<file path="config.mk">
export PLATFORM = sky130hd
export DESIGN_NAME = pia_riot_flat
export DESIGN_NICKNAME = d
export VERILOG_FILES = /design/src/rtl/pia_pkg.sv /design/src/rtl/pia_riot_if.sv /design/src/rtl/pia_riot_timer.sv /design/src/rtl/pia_riot.sv /design/src/flat_wrapper.sv
export SDC_FILE = /design/constraint.sdc
export NUM_CORES = 1
export LEC_CHECK = 0
export CAP_MARGIN = 40
export CORE_MARGIN = 5
export CORE_UTILIZATION = 50
export DETAILED_ROUTE_END_ITERATION = 10
export HOLD_SLACK_MARGIN = 0.12
export PLACE_DENSITY = 0.84
export SLEW_MARGIN = 20
export SYNTH_ARGS = -nofsm -noshare
export SYNTH_HDL_FRONTEND = slang
export SYNTH_SLANG_ARGS = --single-unit
</file>
<file path="constraint.sdc">
create_clock -name clk_i -period 2.4 [get_ports clk_i]
set_input_delay 0.24 -clock clk_i [delete_from_list [all_inputs] [get_ports clk_i]]
set_output_delay 0.24 -clock clk_i [all_outputs]
set_load 0.1 [all_outputs]
</file>
<file path="src/rtl/pia_pkg.sv">
// Shared constants for the pia_riot RIOT block: register map, prescaler defaults,
// INSTAT bit positions and the timer select encoding.
package pia_pkg;

    localparam logic [6:0] ADR_SWCHA  = 7'h00;
    localparam logic [6:0] ADR_SWACNT = 7'h01;
    localparam logic [6:0] ADR_SWCHB  = 7'h02;
    localparam logic [6:0] ADR_SWBCNT = 7'h03;
    localparam logic [6:0] ADR_INTIM  = 7'h04;
    localparam logic [6:0] ADR_INSTAT = 7'h05;

    // Edge control occupies 0x04..0x07 on writes; timer loads 0x14..0x17 and 0x1C..0x1F.
    localparam logic [6:0] ADR_EDGE   = 7'h04;
    localparam logic [6:0] ADR_TIM    = 7'h14;
    localparam int         TIM_IE_BIT = 3;

    localparam int PRESC0_LOG2_DEF = 0;
    localparam int PRESC1_LOG2_DEF = 3;
    localparam int PRESC2_LOG2_DEF = 6;
    localparam int PRESC3_LOG2_DEF = 10;

    localparam int INSTAT_TFLAG = 7;
    localparam int INSTAT_PFLAG = 6;

    typedef enum logic [1:0] {
        SEL_TIM1T  = 2'd0,
        SEL_TIM8T  = 2'd1,
        SEL_TIM64T = 2'd2,
        SEL_T1024T = 2'd3
    } tim_sel_e;

    // Prescaler width: widest of the four divides, never narrower than one bit.
    function automatic int presc_width(input int a, input int b, input int c, input int d);
        int w;
        w = 1;
        if (a > w) w = a;
        if (b > w) w = b;
        if (c > w) w = c;
        if (d > w) w = d;
        return w;
    endfunction

endpackage

</file>
<file path="src/rtl/pia_riot_if.sv">
// CPU-side register bus of the RIOT: strobe, direction, address, write data and
// registered read data.
interface pia_riot_if;
    logic       stb_i;
    logic       we_i;
    logic [6:0] adr_i;
    logic [7:0] dat_i;
    logic [7:0] dat_o;

    modport master (output stb_i, we_i, adr_i, dat_i, input dat_o);
    modport slave  (input stb_i, we_i, adr_i, dat_i, output dat_o);
endinterface

</file>
<file path="src/rtl/pia_riot_timer.sv">
// Interval timer: prescaler, INTIM down-counter, rate select and timer flag.
// Counts only in tick_i cycles and only after the first load following reset.
module pia_riot_timer
    import pia_pkg::*;
#(
    parameter int PRESC0_LOG2 = PRESC0_LOG2_DEF,
    parameter int PRESC1_LOG2 = PRESC1_LOG2_DEF,
    parameter int PRESC2_LOG2 = PRESC2_LOG2_DEF,
    parameter int PRESC3_LOG2 = PRESC3_LOG2_DEF
) (
    input  logic       clk_i,
    input  logic       rst_ni,
    input  logic       tick_i,
    input  logic       load_i,
    input  tim_sel_e   sel_i,
    input  logic [7:0] dat_i,
    input  logic       rd_clr_i,
    output logic [7:0] value_o,
    output logic       flag_o
);

    localparam int PW = presc_width(PRESC0_LOG2, PRESC1_LOG2, PRESC2_LOG2, PRESC3_LOG2);

    localparam logic [PW-1:0] MASK0 = PW'((1 << PRESC0_LOG2) - 1);
    localparam logic [PW-1:0] MASK1 = PW'((1 << PRESC1_LOG2) - 1);
    localparam logic [PW-1:0] MASK2 = PW'((1 << PRESC2_LOG2) - 1);
    localparam logic [PW-1:0] MASK3 = PW'((1 << PRESC3_LOG2) - 1);

    logic [PW-1:0] presc_q;
    logic [PW-1:0] mask_q;     // terminal count of the active rate; 0 means one per tick
    logic [PW-1:0] mask_sel;
    logic [7:0]    intim_q;
    logic          flag_q;
    logic          active_q;

    always_comb begin
        // NOTE: every always_comb output gets a default first so no path can infer a latch.
        mask_sel = MASK3;
        case (sel_i)
            SEL_TIM1T:  mask_sel = MASK0;
            SEL_TIM8T:  mask_sel = MASK1;
            SEL_TIM64T: mask_sel = MASK2;
            SEL_T1024T: mask_sel = MASK3;
            default:    mask_sel = MASK3;
        endcase
    end

    // NOTE: state is updated with non-blocking assignments so all flops see pre-edge values.
    always_ff @(posedge clk_i or negedge rst_ni) begin
        if (!rst_ni) begin
            presc_q  <= '0;
            mask_q   <= MASK3;
            intim_q  <= '0;
            flag_q   <= 1'b0;
            active_q <= 1'b0;
        end else if (load_i) begin
            presc_q  <= '0;
            mask_q   <= mask_sel;
            intim_q  <= dat_i;
            flag_q   <= 1'b0;
            active_q <= 1'b1;
        end else begin
            if (rd_clr_i) begin
                flag_q <= 1'b0;
            end
            // A wrap in the same cycle as the INTIM read overrides the clear above.
            if (tick_i && active_q) begin
                if (presc_q == mask_q) begin
                    presc_q <= '0;
                    intim_q <= intim_q - 8'd1;
                    if (intim_q == 8'd0) begin
                        flag_q <= 1'b1;
                        mask_q <= '0;
                    end
                end else begin
                    presc_q <= presc_q + 1'b1;
                end
            end
        end
    end

    assign value_o = intim_q;
    assign flag_o  = flag_q;

endmodule

</file>
<file path="src/rtl/pia_riot.sv">
// 6532-style RIOT: two ports with data-direction registers, interval timer,
// PA7 edge detector and combined active-low interrupt.
// Optional: define PIA_INPUT_SYNC_EN to pass pa_i/pb_i through 2-flop synchronisers.
module pia_riot
    import pia_pkg::*;
#(
    parameter int PORT_W      = 8,
    parameter int PRESC0_LOG2 = PRESC0_LOG2_DEF,
    parameter int PRESC1_LOG2 = PRESC1_LOG2_DEF,
    parameter int PRESC2_LOG2 = PRESC2_LOG2_DEF,
    parameter int PRESC3_LOG2 = PRESC3_LOG2_DEF
) (
    input  logic              clk_i,
    input  logic              rst_ni,
    input  logic              tick_i,
    pia_riot_if.slave         bus,
    input  logic [PORT_W-1:0] pa_i,
    output logic [PORT_W-1:0] pa_o,
    output logic [PORT_W-1:0] pa_oe_o,
    input  logic [PORT_W-1:0] pb_i,
    output logic [PORT_W-1:0] pb_o,
    output logic [PORT_W-1:0] pb_oe_o,
    output logic              irq_no,
    output logic [7:0]        diag
);

    logic [PORT_W-1:0] ora_q, orb_q, ddra_q, ddrb_q;
    logic [PORT_W-1:0] pa_s, pb_s;
    logic [7:0]        dat_q, rd_data, intim;
    logic              pflag_q, pie_q, tie_q, edge_pos_q, pa7_q;
    logic              tflag, pa7, edge_hit;
    logic              wr, rd, rd_intim, rd_instat, tim_wr, edge_wr;

`ifdef PIA_INPUT_SYNC_EN
    logic [PORT_W-1:0] pa_m, pb_m;

    always_ff @(posedge clk_i or negedge rst_ni) begin
        if (!rst_ni) begin
            pa_m <= '0;
            pb_m <= '0;
            pa_s <= '0;
            pb_s <= '0;
        end else begin
            pa_m <= pa_i;
            pb_m <= pb_i;
            pa_s <= pa_m;
            pb_s <= pb_m;
        end
    end
`else
    assign pa_s = pa_i;
    assign pb_s = pb_i;
`endif

    assign wr        = bus.stb_i &  bus.we_i;
    assign rd        = bus.stb_i & ~bus.we_i;
    assign rd_intim  = rd && (bus.adr_i == ADR_INTIM);
    assign rd_instat = rd && (bus.adr_i == ADR_INSTAT);
    assign edge_wr   = wr && (bus.adr_i[6:2] == ADR_EDGE[6:2]);
    assign tim_wr    = wr && (bus.adr_i[6:4] == ADR_TIM[6:4]) && (bus.adr_i[2] == ADR_TIM[2]);

    // Narrow ports have no PA7, so the edge detector sees a constant 0.
    assign pa7      = (PORT_W == 8) ? pa_s[PORT_W-1] : 1'b0;
    assign edge_hit = edge_pos_q ? (pa7 & ~pa7_q) : (~pa7 & pa7_q);

    pia_riot_timer #(
        .PRESC0_LOG2 (PRESC0_LOG2),
        .PRESC1_LOG2 (PRESC1_LOG2),
        .PRESC2_LOG2 (PRESC2_LOG2),
        .PRESC3_LOG2 (PRESC3_LOG2)
    ) u_timer (
        .clk_i    (clk_i),
        .rst_ni   (rst_ni),
        .tick_i   (tick_i),
        .load_i   (tim_wr),
        .sel_i    (tim_sel_e'(bus.adr_i[1:0])),
        .dat_i    (bus.dat_i),
        .rd_clr_i (rd_intim),
        .value_o  (intim),
        .flag_o   (tflag)
    );

    always_comb begin
        rd_data = '0;
        case (bus.adr_i)
            ADR_SWCHA:  rd_data = 8'((ora_q & ddra_q) | (pa_s & ~ddra_q));
            ADR_SWACNT: rd_data = 8'(ddra_q);
            ADR_SWCHB:  rd_data = 8'((orb_q & ddrb_q) | (pb_s & ~ddrb_q));
            ADR_SWBCNT: rd_data = 8'(ddrb_q);
            ADR_INTIM:  rd_data = intim;
            ADR_INSTAT: begin
                rd_data[INSTAT_TFLAG] = tflag;
                rd_data[INSTAT_PFLAG] = pflag_q;
            end
            default:    rd_data = '0;
        endcase
    end

    always_ff @(posedge clk_i or negedge rst_ni) begin
        if (!rst_ni) begin
            ora_q      <= '0;
            orb_q      <= '0;
            ddra_q     <= '0;
            ddrb_q     <= '0;
            dat_q      <= '0;
            pflag_q    <= 1'b0;
            pie_q      <= 1'b0;
            tie_q      <= 1'b0;
            edge_pos_q <= 1'b0;
            pa7_q      <= 1'b0;
        end else begin
            pa7_q <= pa7;
            // A detected edge wins over a same-cycle INSTAT read.
            if (edge_hit) begin
                pflag_q <= 1'b1;
            end else if (rd_instat) begin
                pflag_q <= 1'b0;
            end
            if (wr && bus.adr_i == ADR_SWCHA)  ora_q  <= bus.dat_i[PORT_W-1:0];
            if (wr && bus.adr_i == ADR_SWACNT) ddra_q <= bus.dat_i[PORT_W-1:0];
            if (wr && bus.adr_i == ADR_SWCHB)  orb_q  <= bus.dat_i[PORT_W-1:0];
            if (wr && bus.adr_i == ADR_SWBCNT) ddrb_q <= bus.dat_i[PORT_W-1:0];
            if (edge_wr) begin
                edge_pos_q <= bus.adr_i[0];
                pie_q      <= bus.adr_i[1];
            end
            if (tim_wr) begin
                tie_q <= bus.adr_i[TIM_IE_BIT];
            end
            if (rd) begin
                dat_q <= rd_data;
            end
        end
    end

    assign bus.dat_o = dat_q;
    assign pa_o      = ora_q;
    assign pa_oe_o   = ddra_q;
    assign pb_o      = orb_q;
    assign pb_oe_o   = ddrb_q;
    assign irq_no    = ~((tflag & tie_q) | (pflag_q & pie_q));
    assign diag      = intim;

endmodule

</file>
<file path="src/flat_wrapper.sv">
// flat-port wrapper written by rule: the top's interface ports become plain ports
module pia_riot_flat import pia_pkg::*;
#(
    parameter int PORT_W      = 8,
    parameter int PRESC0_LOG2 = PRESC0_LOG2_DEF,
    parameter int PRESC1_LOG2 = PRESC1_LOG2_DEF,
    parameter int PRESC2_LOG2 = PRESC2_LOG2_DEF,
    parameter int PRESC3_LOG2 = PRESC3_LOG2_DEF
)
  (clk_i, rst_ni, tick_i, pa_i, pa_o, pa_oe_o, pb_i, pb_o, pb_oe_o, irq_no, diag, bus_stb_i, bus_we_i, bus_adr_i, bus_dat_i, bus_dat_o);
  pia_riot_if bus_i ();
  input  logic clk_i;
  input  logic rst_ni;
  input  logic tick_i;
  input  logic [PORT_W-1:0] pa_i;
  output logic [PORT_W-1:0] pa_o;
  output logic [PORT_W-1:0] pa_oe_o;
  input  logic [PORT_W-1:0] pb_i;
  output logic [PORT_W-1:0] pb_o;
  output logic [PORT_W-1:0] pb_oe_o;
  output logic irq_no;
  output logic [7:0] diag;
  input wire logic [$bits(bus_i.stb_i)-1:0] bus_stb_i;
  input wire logic [$bits(bus_i.we_i)-1:0] bus_we_i;
  input wire logic [$bits(bus_i.adr_i)-1:0] bus_adr_i;
  input wire logic [$bits(bus_i.dat_i)-1:0] bus_dat_i;
  output wire logic [$bits(bus_i.dat_o)-1:0] bus_dat_o;
  assign bus_i.stb_i = bus_stb_i;
  assign bus_i.we_i = bus_we_i;
  assign bus_i.adr_i = bus_adr_i;
  assign bus_i.dat_i = bus_dat_i;
  assign bus_dat_o = bus_i.dat_o;
  pia_riot #(.PORT_W(PORT_W), .PRESC0_LOG2(PRESC0_LOG2), .PRESC1_LOG2(PRESC1_LOG2), .PRESC2_LOG2(PRESC2_LOG2), .PRESC3_LOG2(PRESC3_LOG2)) u_core (.clk_i(clk_i), .rst_ni(rst_ni), .tick_i(tick_i), .bus(bus_i), .pa_i(pa_i), .pa_o(pa_o), .pa_oe_o(pa_oe_o), .pb_i(pb_i), .pb_o(pb_o), .pb_oe_o(pb_oe_o), .irq_no(irq_no), .diag(diag));
endmodule
</file>
---- Word level (Yosys, flattened, before mapping) ----
Cells that the tools add are included.
cells by class
  muxes and demuxes ....................... 21
  div/mod/pow operators ................... 0
  shift-type cells ........................ 0
  add/sub/neg operators ................... 2
  bitwise logic cells ..................... 19
  equal/unequal tests ..................... 11
  $mul .................................... 0
  magnitude comparators ................... 0
  reduce and logical (&&, ||, !) cells .... 19
operators with widths
  cell                     number
  $mux W10                 7
  $pmux W10 S4             1
  $and A8 B8 Y8            4
  $pmux W6 S5              1
  $mux W8                  3
  $not A8 Y8               2
  $or A8 B8 Y8             2
  $eq A7 B2 Y1 const B     2
  $eq A7 B3 Y1 const B     2
  $pmux W2 S6              1
  $add A10 B1 Y10 const B  1
  $eq A10 B10 Y1           1
  $logic_and A1 B1 Y1      10
  $logic_not A8 Y1         1
  $mux W1                  8
  $reduce_bool A2 Y1       4
  $sub A8 B1 Y8 const B    1
  $eq A7 B1 Y1 const B     1
  $logic_not A7 Y1         1
  $and A1 B1 Y1            6
  $eq A5 B1 Y1 const B     1
  $eq A2 B2 Y1 const B     2
  $not A1 Y1               4
  $eq A3 B1 Y1 const B     1
  other kinds (5)          5
word-level totals
  memories kept ........................... 0
  memory bits (writable) .................. 0
  logic and storage cells ................. 87
  latch bits .............................. 0
  flip-flop bits (word level) ............. 75
  memory bits (read-only) ................. 0
  input bits .............................. 36
  output and inout bits ................... 49

---- Longest topological paths before layout ----
Gate-level depths: netlist of run 1.
  depth in word-level cells ............... 8
  depth in mapped cells ................... 7

---- Cells and area by module ----
Synthesis of run 1 repeated with hierarchy kept, for this count alone.
unflattened totals
  cells, all modules ...................... 349
  area, all modules ....................... 3599.7 µm²
modules (own cells, without submodules)
  module          cells each  times used  area each (µm²)
  pia_riot        205         1           2278.4
  pia_riot_timer  144         1           1321.3

---- Worst setup path after synthesis of run 1 ----
No wires, ideal clock.
  path kind ............................... reg2out
  start point ............................. reg u_core.u_timer.flag_q, in the netlist u_core.u_timer.flag_o
  end point ............................... out irq_no
  required time ........................... 2160 ps
  slack ................................... 227 ps
  data arrival time ....................... 1933 ps
  cell stages (with the launch flop) ...... 2
  path through ............................ dfrtp_1 a22oi_1
on the way
  cells in the longest elaborated chain, start to end .. 3
ends and longest elaborated chain
  what                      RTL line              RTL
  start: declaration        pia_riot_timer.sv:33  logic flag_q;
  start signal: assignment  pia_riot_timer.sv:54  flag_q <= 1'b0;
  start signal: assignment  pia_riot_timer.sv:60  flag_q <= 1'b0;
  start signal: assignment  pia_riot_timer.sv:64  flag_q <= 1'b0;
  $and A1 B1 Y1             pia_riot.sv:141       assign irq_no = ~((tflag & tie_q) | (pflag_q & pie_q));
  $or A1 B1 Y1              pia_riot.sv:141
  $not A1 Y1                pia_riot.sv:141
  end: declaration          flat_wrapper.sv:21    output logic irq_no;
No other way between the ends.

---- Worst setup path in the final report of run 1 ----
  start point ............................. reg u_core.u_timer.presc_q[6]
  end point ............................... reg u_core.u_timer.intim_q[4], in the netlist u_core.u_timer.value_o[4]
on the way
  cells in the longest elaborated chain, start to end .. 3
ends and longest elaborated chain
  what                                 RTL line              RTL
  start: declaration                   pia_riot_timer.sv:29  logic [PW-1:0] presc_q;
  start signal: assignment             pia_riot_timer.sv:76  presc_q <= presc_q + 1'b1;
  $eq A10 B10 Y1                       pia_riot_timer.sv:68  if (presc_q == mask_q) begin
  $reduce_bool A2 Y1 (no source line)  n/a
  $reduce_and A2 Y1 (no source line)   n/a
  end signal: assignment               pia_riot_timer.sv:59  intim_q <= dat_i;
  end signal: assignment               pia_riot_timer.sv:70  intim_q <= intim_q - 8'd1;
  end: declaration                     pia_riot_timer.sv:32  logic [7:0] intim_q;
No other way between the ends.
A chain may end at the register's enable or synchronous reset.

==> impl_metrics.json, run 1 <==
{
  "ys_ff_latch": 68,
  "drtAntennaViolNets": 0,
  "synth_edf_count": 0,
  "routedWlPerCell_um": 18.3,
  "fmax_mhz": 443,
  "grt_usage_pct": 23.1,
  "cts_buffer_depth": 2,
  "worst_setup_path_end_kind": "flop",
  "drt-initial-drc-count": 238,
  "core_area_um2": 6790,
  "routed_via_density": 5.99,
  "r2r-start": "u_core.u_timer.presc_q[6]",
  "p_total_mw": 3.50,
  "synthArstFlopShare_pct": 100,
  "io_pins": 85,
  "gp_congestion": 0.881,
  "cts_tree": "yes",
  "grt_remaining_overflow": 0,
  "layout.nets": 481,
  "period_share_pct": 94.0,
  "die_h_um": 93.6,
  "crit_required_ns": 2.66,
  "maxCapViolations": 0,
  "die_area_um2": 8750,
  "hold_viol": 0,
  "synth_ff_type": "dfrtp_1",
  "worst_pin_slew_ns": 0.590,
  "cts_buffers": 9,
  "clk_pin_slew_ns": 0.08,
  "fin_setup_tns_ns": 0,
  "syn_inst": 342,
  "drv_slew": 0,
  "critPathLaunch": "u_core.u_timer.presc_q[6]",
  "die_w_um": 93.6,
  "synthesis.nets": 381,
  "outcome": "finished clean",
  "syn_to_final_growth_pct": 33.3,
  "antenna_found_initial": 0,
  "min_period_ns": 2.26,
  "yosysSeqAreaShare_pct": 48.9,
  "diodes": 0,
  "avgSynthCellArea_um2": 10.2,
  "mostFrequentLayoutCell": "buf_4",
  "grt_max_degree": 33,
  "crit_fanout": 9,
  "fill_cells": 508,
  "setup_viol": 0,
  "synthesis.area_um2": 3490,
  "h-tree-depth": 3,
  "vdd_drop_max_uv": 453,
  "utilization_pct": 68.5,
  "routed_wl_mm": 9.96,
  "vias": 3250,
  "slew_headroom_pct": 60.7,
  "synth_warnings": 0,
  "hpwl_mm": 7.30,
  "start_util_pct": 51.4,
  "cts_num_sinks": 68,
  "clock-root-buffer": "clkbuf_8",
  "leakage_nw": 2.05,
  "hold_slack_ns": 0.398,
  "grt_pass1_wl_mm": 15.8,
  "rsz0062_at_grt": "false",
  "port-buffer-count": 84,
  "path_class": "reg -> reg",
  "synth_cell_type_count": 46,
  "drt_first_pass_iters": 5,
  "drive_above_1_share_pct": 30.0,
  "cp-start-kind": "flop",
  "finalClockSkew_ns": 0.00926,
  "clk_latency_ns": 0.34,
  "power_density_nw_per_um2": 752,
  "grt_pass1_vias": 3114,
  "rows": 30,
  "drc": 0,
  "worst_ep_arrival_time_ns": 2.52,
  "hold_path.class": "in -> async",
  "post-cts-setup-buffers": 0,
  "mostFrequentLayoutCells": "buf_4 (69), dfrtp_1 (65), mux2_2 (36)"
}
## critical path: stages, from the launching register on
cell and delay [ns]:
dfrtp_1 0.44, or4_1 0.57, o22ai_2 0.38, nand4_4 0.19, or4_1 0.44, a31oi_1 0.18
## logic make-up after synthesis
| family | synth area share, % |
|---|---|
| and+or+nand+nor | 18.9 |
| AOI/OAI and AO/OA | 16.4 |
| DFF | 48.9 |
| muxes | 11.6 |
| buffers and inverters | 2.11 |
| xor gates and xnor gates | 1.00 |
| adders and majority gates | 1.08 |
## layout make-up
cell class	instances	area (µm²)	area share, %
Inverter	2	7.51	0.161
Clock buffer	11	141	3.04
Tap cell	96	120	2.58
Sequential cell	68	1710	36.7
Timing Repair Buffer	106	893	19.2
Clock inverter	5	60.1	1.29
Multi-Input combinational cell	255	1720	37.1
## per-layer routing
layer	GRT usage [%]	vias up	part of all wire (%)
met4	10.2	0	2.5
met3	4.34	21	8.7
met5	0	-	0
met1	31.0	1575	41
met2	36.6	173	48
li1	-	1481	-
## metrics by stage
step                      area [µm²]  cells  worst slack (ns)
after floorplan                 3490    342             0.227
after global placement          4440    526             0.217
after detailed placement        4440    526             0.159
after CTS                       4650    543             0.166
after global routing            4650    543            0.0393
final                           4650    543             0.144
## what timing repair did
| action | CTS | global route |
|---|---|---|
| hold endpoints to repair | 18 | 0 |
| setup endpoints to repair | 0 | 0 |
| gates resized for setup | 0 | 0 |
| hold buffers | 1 | 0 |
## cell usage after synthesis (2+ instances only)
library cell,number,area share (%)
xor2_1,4,1.0
a22o_1,3,0.75
nand4_1,5,0.90
buf_2,2,0.29
a31oi_1,11,2.0
nor4_1,4,0.72
dfstp_2,3,2.3
nand3_1,17,2.4
a21oi_1,26,3.7
nand2b_1,10,1.8
ha_1,3,1.1
o211ai_1,2,0.43
o31ai_1,2,0.43
mux2_2,36,12
nor3b_1,2,0.43
a311oi_1,5,1.3
nor2b_1,2,0.36
or3_1,4,0.72
inv_1,2,0.22
nand2_1,29,3.1
clkbuf_1,13,1.4
o21ai_0,22,3.2
nor3b_2,2,0.72
or4_1,8,1.7
nor2_1,26,2.8
dfrtp_1,65,47
a221oi_1,6,1.5
a22oi_1,3,0.65
buf_1,2,0.22
and3_1,3,0.54
nor3_1,5,0.72
## power breakdown
group	internal, mW	leakage (nW)	switching (mW)
sequential	1.27	0.866	0.154
combinational	0.306	1.08	0.807
clock	0.512	0.0999	0.447
## path summary, 6_finish.rpt
kind                       slack (ns)  cells after the start                         to
max in group asynchronous        1.37                      3    u_core.u_timer.active_q
max reg2reg                      0.14                      5  u_core.u_timer.value_o[4]
min in group clk_i               0.42                      1               u_core.pa7_q
min reg2reg                      0.49                      1    u_core.u_timer.active_q
max                              0.14                      5  u_core.u_timer.value_o[4]
min                              0.40                      2             u_core.pb_o[5]
## flip-flops by register name (all words and copies together) (netlist names)
signal / count
u_core.u_timer.presc_q: 10
u_core.bus.dat_o: 8
u_core.pa_o: 8
u_core.pa_oe_o: 8
u_core.pb_o: 8
u_core.pb_oe_o: 8
u_core.u_timer.value_o: 8
u_core.u_timer.mask_q: 3
u_core.edge_pos_q: 1
u_core.pa7_q: 1
u_core.pflag_q: 1
u_core.pie_q: 1
u_core.tie_q: 1
u_core.u_timer.active_q: 1
u_core.u_timer.flag_o: 1
No activity file was read; power rests on OpenSTA's default activity.
==> run 2: changes to the inputs <==
- CELL_PAD_IN_SITES_DETAIL_PLACEMENT: unset -> 0
- CELL_PAD_IN_SITES_GLOBAL_PLACEMENT: unset -> 1
- CORE_UTILIZATION: 50 -> 41
- PLACE_DENSITY: 0.84 -> 0.89
- clock period: 2.4 -> 2.8 ns (I/O delays scaled with it)
==> run 2 against run 1 <==
Combinational power shrank 14%. Critical path depth stayed put. Setup slack improved by 0.37 ns. Final cell count up 1.3%. Wire length up 3.0%. Critical endpoint is now u_core.u_timer.mask_q[8].
==> impl_metrics.json, run 2 (synthesis gave the netlist of run 1 again) <==
{
  "outcome": "finished clean",
  "clk_latency_ns": 0.35,
  "worst_ep_arrival_time_ns": 2.56,
  "grt_usage_pct": 20.1,
  "r2r-start": "u_core.u_timer.presc_q[2]",
  "p_clk_share_pct": 27.3,
  "largest_register_ffs": 10,
  "hold_viol": 0,
  "grt_remaining_overflow": 0,
  "finalClockSkew_ns": 0.00639,
  "leakage_nw": 2.04,
  "start_util_pct": 42.3,
  "power_density_nw_per_um2": 646,
  "drtAntennaViolNets": 0,
  "post-cts-setup-buffers": 0,
  "die_w_um": 102,
  "cts_buffer_depth": 2,
  "cp_top_family": "simple AND/OR/NAND/NOR gates",
  "gp_congestion": 0.870,
  "drv_slew": 0,
  "grt_pass1_vias": 2929,
  "die_h_um": 102,
  "clock-root-buffer": "clkbuf_8",
  "cts_buffers": 9,
  "grt_max_degree": 35,
  "mostFrequentLayoutCells": "buf_4 (68), dfrtp_1 (65), mux2_2 (36)",
  "worst_setup_path_end_kind": "flop",
  "utilization_pct": 56.1,
  "slowest_delay_ns": 0.57,
  "hpwl_mm": 7.51,
  "reg2reg_to": "u_core.u_timer.mask_q[8]",
  "cts_num_sinks": 68,
  "rsz0062_at_grt": "false",
  "path_cells": "or4_4 > a22oi_4 > and2_0 > a31oi_1 > a32o_1",
  "slew_headroom_pct": 58.7,
  "crit_fanout": 8,
  "rows": 33,
  "syn_to_final_growth_pct": 32.7,
  "die_area_um2": 10500,
  "drive_above_1_share_pct": 29.9,
  "cts_tree": "yes",
  "worst_pin_slew_ns": 0.619,
  "drt-initial-drc-count": 222,
  "clk_pin_slew_ns": 0.08,
  "cp-start-kind": "flop",
  "routed_wl_mm": 10.3,
  "antenna_found_initial": 0,
  "crit_slowest_cell": "or4_4",
  "drc": 0,
  "ctsHoldBuffers": 1,
  "vias": 3124,
  "h-tree-depth": 3,
  "fmax_mhz": 438,
  "setup_viol": 0,
  "port-buffer-count": 84,
  "r2r_slack_ns": 0.51,
  "p_int_mw": 1.77,
  "p_sw_share_pct": 41.0,
  "core_area_um2": 8260,
  "fill_cells": 755,
  "io_pins": 85,
  "crit_buf_inv": 0,
  "maxCapViolations": 0,
  "grt_pass1_wl_mm": 16.0,
  "drt_first_pass_iters": 5,
  "path_class": "reg -> reg",
  "mostFrequentLayoutCell": "buf_4",
  "p_seq_share_pct": 40.9,
  "period_share_pct": 81.6,
  "crit_required_ns": 3.08,
  "cts_resized": 0,
  "vdd_drop_max_uv": 288,
  "r2r_cells": 5,
  "min_period_ns": 2.29,
  "fin_setup_tns_ns": 0,
  "layout.nets": 479,
  "routed_via_density": 5.68,
  "hold_path.class": "in -> async",
  "switchingPower_mw": 1.23,
  "combPwrFrac_pct": 31.8,
  "routedWlPerCell_um": 18.6,
  "diodes": 0,
  "top_register": "u_core.u_timer.presc_q"
}
## run 2: cell types whose count changed in the layout (fill, tap and decap cells not counted), sizes merged
cell,previous run,this run
clkbuf,11,9
clkinvlp,1,0
clkinv,2,4
inv,3,4
buf,71,69
## run 2: routing by layer
layer  global-route usage, %  vias to the layer above  wire length (µm)
li1                        -                     1478                 -
met5                       0                        -                 0
met3                    4.98                       11               812
met4                    6.16                        0               144
met2                    27.6                      131              4420
met1                    30.8                     1504              4880
## run 2: final cells by class
| cell class | count | area [µm²] | area share, % |
|---|---|---|---|
| Multi-Input combinational cell | 255 | 1720 | 37.2 |
| Sequential cell | 68 | 1710 | 36.8 |
| Timing Repair Buffer | 104 | 866 | 18.7 |
| Tap cell | 105 | 131 | 2.84 |
| Clock buffer | 9 | 124 | 2.67 |
| Clock inverter | 7 | 75.1 | 1.62 |
| Inverter | 2 | 7.51 | 0.162 |
## run 2: worst max-delay path by stage
stage	startpoint	end	slack, ns	cells after the start
global route	u_core.u_timer.presc_q[2]	u_core.u_timer.mask_q[8]	0.38	5
detailed placement	bus_adr_i[5]	u_core.pb_o[7]	0.36	6
global placement	bus_adr_i[5]	u_core.bus.dat_o[1]	0.33	6
CTS	u_core.u_timer.presc_q[2]	u_core.u_timer.mask_q[8]	0.52	5
floorplan	u_core.u_timer.flag_o	irq_no	0.59	1
finish	u_core.u_timer.presc_q[2]	u_core.u_timer.mask_q[8]	0.51	5
## run 2: power groups by stage
| stage | Combinational (mW) | Sequential (mW) | Clock [mW] |
|---|---|---|---|
| 4_1_cts | 0.957 | 1.22 | 0.836 |
| 5_1_grt | 1.01 | 1.24 | 0.882 |
| 6_report | 0.952 | 1.22 | 0.818 |
| 2_1_floorplan | 0.250 | 1.65 | 0 |
| 3_3_place_gp | 0.942 | 1.24 | 0 |
| 3_5_place_dp | 0.954 | 1.24 | 0 |
## run 2: metrics by stage
step / cells / power, mW / area, µm² / worst slack (ns) / hold slack, ns
2_1_floorplan: 342 / 1.90 / 3490 / 0.587 / -0.0156
3_3_place_gp: 533 / 2.18 / 4420 / 0.333 / 0.130
3_5_place_dp: 533 / 2.19 / 4420 / 0.358 / 0.130
4_1_cts: 550 / 3.01 / 4630 / 0.520 / 0.289
5_1_grt: 550 / 3.13 / 4630 / 0.383 / 0.328
6_report: 550 / 2.99 / 4630 / 0.515 / 0.310
## run 2: worst reg2reg max path, stage by stage, from the launching register on
cell and delay [ns]:
dfrtp_1 0.45, or4_4 0.57, a22oi_4 0.28, and2_0 0.43, a31oi_1 0.24, a32o_1 0.26
